File: config.mk
export PLATFORM = sky130hd
export DESIGN_NAME = ctrl_req_scheduler
export DESIGN_NICKNAME = d
export VERILOG_FILES = /design/src/rtl/ctrl_req_scheduler.sv
export SDC_FILE = /design/constraint.sdc
export NUM_CORES = 1
export LEC_CHECK = 0
export ABC_AREA = 1
export CORE_MARGIN = 5
export CORE_UTILIZATION = 59
export CTS_BUF_LIST = sky130_fd_sc_hd__clkbuf_2 sky130_fd_sc_hd__clkbuf_4 sky130_fd_sc_hd__clkbuf_8
export CTS_CLUSTER_DIAMETER = 80
export CTS_CLUSTER_SIZE = 25
export DETAILED_ROUTE_END_ITERATION = 10
export PLACE_DENSITY = 0.77
export SYNTH_ARGS = -nofsm -noshare
export SYNTH_HDL_FRONTEND = slang
export SYNTH_SLANG_ARGS = --single-unit
File: constraint.sdc
create_clock -name CK_t -period 9.85 [get_ports CK_t]
set_clock_uncertainty 0.2 [all_clocks]
set_input_delay 2.4625 -clock CK_t [delete_from_list [all_inputs] [get_ports CK_t]]
set_output_delay 2.4625 -clock CK_t [all_outputs]
set_load 0.02 [all_outputs]
File: src/rtl/ctrl_req_scheduler.sv
// Request scheduler: separate read/write FIFOs, direction batching by watermarks, per-bank
// open-row tracking in front of the ACT stage. Define STARVE_EN for the forced-switch guard.
module ctrl_req_scheduler #(
  parameter int unsigned DEPTH    = 8,
  parameter int unsigned BA_W     = 2,
  parameter int unsigned ROW_W    = 16,
  parameter int unsigned COL_W    = 10,
  parameter int unsigned WR_HI_WM = 6,
  parameter int unsigned WR_LO_WM = 2
`ifdef STARVE_EN
  ,
  parameter int unsigned STARVE_MAX = 32
`endif
) (
  input  logic             CK_t,
  input  logic             reset_n,
  input  logic             req_valid,
  output logic             req_ready,
  input  logic [2:0]       req_rw,
  input  logic [BA_W-1:0]  req_bank,
  input  logic [ROW_W-1:0] req_row,
  input  logic [COL_W-1:0] req_col,
  output logic             iss_valid,
  input  logic             iss_ack,
  output logic             iss_hit,
  output logic [2:0]       iss_rw,
  output logic [BA_W-1:0]  iss_bank,
  output logic [ROW_W-1:0] iss_row,
  output logic [COL_W-1:0] iss_col,
  output logic             pre_valid,
  input  logic             pre_ack,
  output logic             wr_mode
);

  // Request encoding: RD_R=0, RDA_R=1, WR_R=2, WRA_R=3; other codes go to the read queue.
  localparam logic [2:0] RDA_R = 3'd1;
  localparam logic [2:0] WR_R  = 3'd2;
  localparam logic [2:0] WRA_R = 3'd3;

  localparam int unsigned PW = $clog2(DEPTH);
  localparam int unsigned CW = PW + 1;
  localparam int          NB = 1 << BA_W;
  localparam int unsigned EW = 3 + BA_W + ROW_W + COL_W;

  typedef enum logic [1:0] {SCH_IDLE, SCH_CHECK, SCH_PRE, SCH_ISSUE} state_e;
  state_e state;

  logic [EW-1:0]    rd_mem [DEPTH];
  logic [EW-1:0]    wr_mem [DEPTH];
  logic [PW-1:0]    rd_wp, rd_rp, wr_wp, wr_rp;
  logic [CW-1:0]    rd_cnt, wr_cnt;
  logic             req_is_wr, rd_full, wr_full;
  logic             push_rd, push_wr, pop_rd, pop_wr;
  logic [EW-1:0]    req_entry, head;
  logic             mode_nxt, sel_nonempty, force_sw;
  logic [NB-1:0]    open_bits;
  logic [ROW_W-1:0] open_row [NB];

`ifdef STARVE_EN
  localparam int unsigned SW = $clog2(STARVE_MAX + 1);
  logic [SW-1:0] starve_cnt;
  logic          other_nonempty;
`endif

  assign req_is_wr = (req_rw == WR_R) || (req_rw == WRA_R);
  assign rd_full   = (rd_cnt == CW'(DEPTH));
  assign wr_full   = (wr_cnt == CW'(DEPTH));
  assign req_ready = reset_n && (req_is_wr ? !wr_full : !rd_full);
  assign push_rd   = req_valid && req_ready && !req_is_wr;
  assign push_wr   = req_valid && req_ready && req_is_wr;
  // wr_mode is frozen from the IDLE latch until the pop, so it names the source queue.
  assign pop_rd    = (state == SCH_ISSUE) && iss_ack && !wr_mode;
  assign pop_wr    = (state == SCH_ISSUE) && iss_ack && wr_mode;
  assign req_entry = {req_rw, req_bank, req_row, req_col};

  always_comb begin
    mode_nxt = wr_mode;
    force_sw = 1'b0;
`ifdef STARVE_EN
    force_sw = (starve_cnt >= SW'(STARVE_MAX));
`endif
    if (force_sw) begin
      mode_nxt = !wr_mode;
    end else if (!wr_mode) begin
      if (wr_cnt >= CW'(WR_HI_WM) || (rd_cnt == '0 && wr_cnt != '0)) mode_nxt = 1'b1;
    end else if (wr_cnt == '0 || (wr_cnt <= CW'(WR_LO_WM) && rd_cnt != '0)) begin
      mode_nxt = 1'b0;
    end
    head         = mode_nxt ? wr_mem[wr_rp] : rd_mem[rd_rp];
    sel_nonempty = mode_nxt ? (wr_cnt != '0) : (rd_cnt != '0);
  end

  always_ff @(posedge CK_t or negedge reset_n) begin
    if (!reset_n) begin
      rd_wp  <= '0;
      rd_rp  <= '0;
      wr_wp  <= '0;
      wr_rp  <= '0;
      rd_cnt <= '0;
      wr_cnt <= '0;
    end else begin
      if (push_rd) rd_wp <= rd_wp + PW'(1);
      if (pop_rd)  rd_rp <= rd_rp + PW'(1);
      if (push_wr) wr_wp <= wr_wp + PW'(1);
      if (pop_wr)  wr_rp <= wr_rp + PW'(1);
      rd_cnt <= rd_cnt + CW'(push_rd) - CW'(pop_rd);
      wr_cnt <= wr_cnt + CW'(push_wr) - CW'(pop_wr);
    end
  end

  always_ff @(posedge CK_t) begin
    if (push_rd) rd_mem[rd_wp] <= req_entry;
    if (push_wr) wr_mem[wr_wp] <= req_entry;
  end

  always_ff @(posedge CK_t or negedge reset_n) begin
    if (!reset_n) begin
      state     <= SCH_IDLE;
      wr_mode   <= 1'b0;
      iss_valid <= 1'b0;
      iss_hit   <= 1'b0;
      pre_valid <= 1'b0;
      iss_rw    <= '0;
      iss_bank  <= '0;
      iss_row   <= '0;
      iss_col   <= '0;
      open_bits <= '0;
      for (int b = 0; b < NB; b++) open_row[b] <= '0;
    end else begin
      unique case (state)
        SCH_IDLE: begin
          wr_mode <= mode_nxt;
          if (sel_nonempty) begin
            {iss_rw, iss_bank, iss_row, iss_col} <= head;
            state <= SCH_CHECK;
          end
        end
        SCH_CHECK: begin
          if (open_bits[iss_bank] && (open_row[iss_bank] == iss_row)) begin
            iss_hit   <= 1'b1;
            iss_valid <= 1'b1;
            state     <= SCH_ISSUE;
          end else if (open_bits[iss_bank]) begin
            pre_valid <= 1'b1;
            state     <= SCH_PRE;
          end else begin
            iss_hit   <= 1'b0;
            iss_valid <= 1'b1;
            state     <= SCH_ISSUE;
          end
        end
        SCH_PRE: begin
          if (pre_ack) begin
            open_bits[iss_bank] <= 1'b0;
            pre_valid <= 1'b0;
            iss_hit   <= 1'b0;
            iss_valid <= 1'b1;
            state     <= SCH_ISSUE;
          end
        end
        SCH_ISSUE: begin
          if (iss_ack) begin
            iss_valid <= 1'b0;
            if (iss_rw == RDA_R || iss_rw == WRA_R) begin
              open_bits[iss_bank] <= 1'b0;
            end else begin
              open_bits[iss_bank] <= 1'b1;
              open_row[iss_bank]  <= iss_row;
            end
            state <= SCH_IDLE;
          end
        end
      endcase
    end
  end

`ifdef STARVE_EN
  assign other_nonempty = wr_mode ? (rd_cnt != '0) : (wr_cnt != '0);

  // Counts cycles the idle class waits while the other class is mid-request.
  always_ff @(posedge CK_t or negedge reset_n) begin
    if (!reset_n) begin
      starve_cnt <= '0;
    end else if (state == SCH_IDLE && mode_nxt != wr_mode) begin
      starve_cnt <= '0;
    end else if (state != SCH_IDLE && other_nonempty && starve_cnt < SW'(STARVE_MAX)) begin
      starve_cnt <= starve_cnt + SW'(1);
    end
  end
`endif

endmodule

Word-level counts from Yosys, hierarchy flattened

Memories as Yosys holds them, arrays and structs flattened.
Cells that the tools add are included.

RAM bits: 496
Word-level logic and storage cells: 134
Bits in registers: 125
Memories: 2
Bits of input ports: 36

Memory list:

| memory | words | bits a word | read ports | clocked after memory_dff | write ports | RTL line | text |
|---|---|---|---|---|---|---|---|
| rd_mem | 8     | 31          | 1          | 0                        | 1           | 48       | `logic [EW-1:0] rd_mem [DEPTH];` |
| wr_mem | 8     | 31          | 1          | 0                        | 1           | 49       | `logic [EW-1:0] wr_mem [DEPTH];` |

Reductions and logical operators: 35
Mux-type cells: 42
Eq/ne operators: 16
$lt $le $gt $ge: 6
Bitwise gates (word level): 5
Add/subtract/negate cells: 8

Operator list:

| kind                | count |
|---|---|
| $bwmux 64           | 1 |
| $mux 16             | 3 |
| $bmux 16 s2         | 1 |
| $demux 16 s2        | 1 |
| $mux 31             | 1 |
| $mux 1              | 22 |
| $eq 16x16->1        | 1 |
| $add 3x1->3 const B | 4 |
| $logic_and 1x1->1   | 12 |
| $mux 4              | 3 |
| $reduce_and 3->1    | 4 |
| $ne 2x2->1 const B  | 5 |
| $eq 3x2->1 const B  | 3 |
| $add 4x1->4         | 2 |
| $eq 4x4->1 const B  | 2 |
| $logic_not 4->1     | 2 |
| $pmux 2 s4          | 1 |
| $pmux 4 s2          | 1 |
| $reduce_and 4->1    | 2 |
| $reduce_bool 4->1   | 2 |
| $sub 4x1->4         | 2 |
| $mux 2              | 3 |
| $and 4x4->4         | 1 |
| $eq 2x2->1 const B  | 2 |
| other kinds (23)    | 31 |

Depth between registers and ports, before layout

Word-level depth: 9
Gate-level depth with buffers: 17

Least setup slack after synthesis

Ideal clock, no wire load.

Kind: input-to-reg
Start point: input port req_rw[1]
End point: memory wr_mem[2][0] in the netlist's numbering, enable pin
Data required time: 9.192 ns
Path slack: 3.218 ns
Library setup time: 0.458 ns
Stages: 7
Arrival: 5.974 ns
Path through: inv_1 -> nor2_4 -> o21ai_0 -> a31oi_1 -> nand3_1 -> or2_4 -> nor3_1

Word-level cells in the longest chain between the ends: 8
Elaborated cells between the ends (all ways): 9
Those cells by class: eq/ne: 2; mux: 3; reduce/logical: 4

RTL lines:

| what                                | RTL line | text |
|---|---|---|
| from (decl)                         | 19       | `input logic [2:0] req_rw,` |
| $eq 3x2->1                          | 65       | `assign req_is_wr = (req_rw == WR_R) \|\| (req_rw == WRA_R);` |
| $logic_or 1x1->1 (*)                | 65       |  |
| $mux 1 (*)                          | 68       | `assign req_ready = reset_n && (req_is_wr ? !wr_full : !rd_full);` |
| $logic_and 1x1->1 (*)               | 68       |  |
| named net req_ready                 | 18       | `output logic req_ready,` |
| $logic_and 1x1->1 (*) (2 in series) | 70       | `assign push_wr = req_valid && req_ready && req_is_wr;` |
| $mux 1 (*)                          | 113      | `if (push_wr) wr_mem[wr_wp] <= req_entry;` |
| $mux 1 (implied by the code) (*)    | 113      |  |
| to (decl)                           | 49       |  |

The timed path passes the listed nets; every way through them passes the cells marked *.

Worst setup path in the final report

Start point: input port req_rw[1]
End point: output port req_ready

Word-level cells in the longest chain between the ends: 4
Elaborated cells between the ends (all ways): 5
Those cells by class: eq/ne: 2; mux: 1; reduce/logical: 2

RTL lines:

| what                  | RTL line |
|---|---|
| $eq 3x2->1            | 65 |
| $logic_or 1x1->1 (*)  | 65 |
| $mux 1 (*)            | 68 |
| $logic_and 1x1->1 (*) | 68 |
| to (decl)             | 18 |

Mark *: on every way between the ends. The rest lies on a longest branch, timed or not.

==> reports/qor.yml <==
setup_path:
  r2r-start: "wr_rp[0]"
  critPathBufInv: 3
  crit_top_cell: "clkdlybuf4s50_1"
  critPathLaunchType: "input pin"
  crit_chain: "clkdlybuf4s50_1, inv_1, nor2_4, o21ai_0, a31oi_1, clkdlybuf4s50_1"
  cp_data_arrival_time_ns: 4.78
  critPathMaxFanout: 17
  reg2reg_to: "iss_bank[0]"
  rr_worst_depth: 6
  cp-end-kind: "output port"
  cp_top_family: "buffers and inverters"
  slowest_stage: "clkdlybuf4s50_1"
  worst-r2r-setup-slack_ns: 6.26
  required_ns: 7.19
  max_stage_delay_ns: 0.78
  crit_type: "in2out"
global_route:
  busiest_layer: "met2"
  track_usage_pct: 23.2
  antenna_found_initial: 3
  grt.met2_usage_pct: 40.8
  grt_max_degree: 82
  met3_usage_pct: 3.22
  grt_use_met1_pct: 30.8
  grt_pass1_vias: 15600
  grt_pass1_wl_um: 85900
  overflow: 0
synthesis:
  synth_cells: 2041
  ys.flop_type: "edfxtp_1"
  synth_edf_count: 496
  async_reset_ff_share_pct: 20.1
  synth.area.top_cells: "edfxtp_1, dfrtp_1, o21ai_0"
  synth_nets: 2101
  synth_most_common_cell: "edfxtp_1"
  ys_seq_elements: 621
  netlist_area_mm2: 0.0253
  synth_top_cell_area_share_pct: 59.0
  synth_cell_types: 29
  yosysWarningCount: 0
  synthTopCellsByCount: "edfxtp_1, nand2_1, o21ai_0, nor2_1, dfrtp_1"
  ys_seq_area_share_pct: 71.3
  yosysTopAreaCell: "edfxtp_1"
  avgSynthCellArea_um2: 12.4
power_and_ir_drop:
  p_seq_share_pct: 46.1
  switching_share_pct: 39.5
  comb_power_share_pct: 38.4
  vdd_drop_max_mv: 0.178
  power_density_mw_per_mm2: 277
  switchingPower_uw: 2970
  clkPwrFrac_pct: 15.5
  power.leakage_uw: 0.00991
  p_int_uw: 4560
place:
  dp_hpwl_um: 31400
  io_buffers: 71
  routabilityCongestion: 0.793
drt:
  firstDrtPassIters: 5
  vias: 15800
  ant_nets: 0
  drtIter0Drc: 1773
  wirelength_um: 55500
  drc: 0
  vias_per_cell: 6.05
  wl_per_cell_um: 21.2
timing:
  finalSetupViolCount: 0
  worst_pin_slew_ns: 1.22
  maxSlewHeadroom_pct: 18.5
  holdWs_ns: 0.282
  final_max_slew_viol_count: 0
  fin_tns_setup_ns: 0
  fin_crit_sh_pct: 75.5
  hold_violations: 0
  rsz0062_at_grt: "no"
  max_freq_ghz: 0.134
  min_period_ns: 7.44
layout:
  nFillCells: 3024
  nets: 2116
  drive_gt1_share_pct: 5.54
  area_growth_pct: 7.61
clock_network:
  clk-insertion-delay-late_ns: 0.69
  cts_root_buf: "clkbuf_8"
  tritoncts: "yes"
  ctsHoldBuffers: 0
  cts.sinks: 621
  cts_inserted_buffers: 30
  cts_resized: 0
  htreeDepth: 1
  cts_buffer_depth: 3
  cts_setup_buffers: 0
  clkTransAtPathRegs_ns: 0.11
die:
  start_util_pct: 60.0
  die_y_um: 217
  placementRows: 75
  die_x_um: 217
  core_mm2: 0.0421
  die_area_mm2: 0.0471
  io_pins: 72
min_path:
  hold_start: "pre_valid"
  holdPathEnd: "pre_valid"
  min_path_type: "reg2reg"
  worstHoldPathCells: 2
status:
  status: "finished clean"
job:
  drv_cap: 0
[worst max-delay path by stage]
stage | cells past startpoint | from | slack, ns | to
after CTS | 6 | req_rw[1] | 2.41 | req_ready
after global routing | 6 | req_rw[1] | 2.21 | req_ready
after global placement | 6 | req_rw[1] | 2.48 | req_ready
after floorplan | 7 | req_rw[1] | 3.22 | wr_mem[2][0]
after detailed placement | 6 | req_rw[1] | 2.41 | req_ready
final | 6 | req_rw[1] | 2.41 | req_ready
[power by group through the flow]
stage	clock [uW]	sequential, uW	combinational [uW]
CTS	1190	3460	2900
floorplan	0	3470	1960
global route	1270	3510	3210
finish	1170	3470	2890
global placement	0	3500	2780
detailed placement	0	3520	2890
[area by class of cell]
| cell class | count | area, um2 | area share, % |
|---|---|---|---|
| Inverter | 120 | 452 | 1.66 |
| Timing Repair Buffer | 104 | 960 | 3.53 |
| Antenna cell | 3 | 7.51 | 0.0276 |
| Multi-Input combinational cell | 1179 | 6400 | 23.5 |
| Clock buffer | 47 | 559 | 2.06 |
| Tap cell | 539 | 674 | 2.48 |
| Sequential cell | 621 | 18000 | 66.3 |
| Clock inverter | 6 | 97.6 | 0.359 |
[cell families (layout without fill, tap and decap cells)]
family,after synthesis,in the layout,synth area share [%]
buffers and inverters,241,277,3.74
and+or+nand+nor,592,592,9.41
xor gates and xnor gates,10,10,0.347
muxes,62,62,2.46
DFF,621,621,71.3
AOI/OAI and AO/OA,491,491,11.5
other,0,3,0
adders and majority gates,24,24,1.25
[routing by layer]
metal  vias up  share of wire [%]  wire, um
met5         -                  0         0
met3        90                6.9      3860
met2       581                 51     28100
met4         0                2.5      1360
li1       7362                  -         -
met1      7805                 40     22300
[cell usage in the layout, fill, tap and decap left out, drive strengths merged]
master	instances
a22oi	1
o21a	1
a31oi	32
diode	3
clkinv	1
fa	2
o211ai	63
o221ai	62
inv	123
a21oi	73
nor3	14
edfxtp	496
clkdlybuf4s50	70
xnor2	4
nor2	193
o21ai	259
dfrtp	125
ha	22
buf	34
clkbuf	47
nand2	288
nand3	92
xor2	6
bufinv	2
mux2i	62
nand4	3
or2	2
[worst register-to-register path: cells and delay by family, from the launching register on]
| family | cells | cell delay (ns) |
|---|---|---|
| buf+inv | 2 | 1.51 |
| flops | 1 | 0.89 |
| compound gates | 3 | 0.62 |
| simple gates | 1 | 0.20 |
[per-stage QoR]
step                total power (uW)  util, %  setup slack, ns  instances  instance area (um2)
finish                          7530     64.5             2.41       2619                27200
global route                    8000     64.5             2.21       2619                27200
CTS                             7540     64.5             2.41       2616                27200
detailed placement              6410     62.9             2.41       2563                26500
global placement                6280     62.9             2.48       2563                26500
floorplan                       5420        -             3.22       2041                25300
[sequential cells by signal, indices dropped and copies added, names as in the netlist, named ones only]
register	cells
iss_bank	2
iss_col	10
iss_hit	1
iss_row	16
iss_rw	3
iss_valid	1
open_row	64
pre_valid	1
rd_cnt	4
rd_mem	248
rd_rp	3
rd_wp	3
state	2
wr_cnt	4
wr_mem	248
wr_mode	1
wr_rp	3
wr_wp	3
Power figures use the tool's default switching activity.
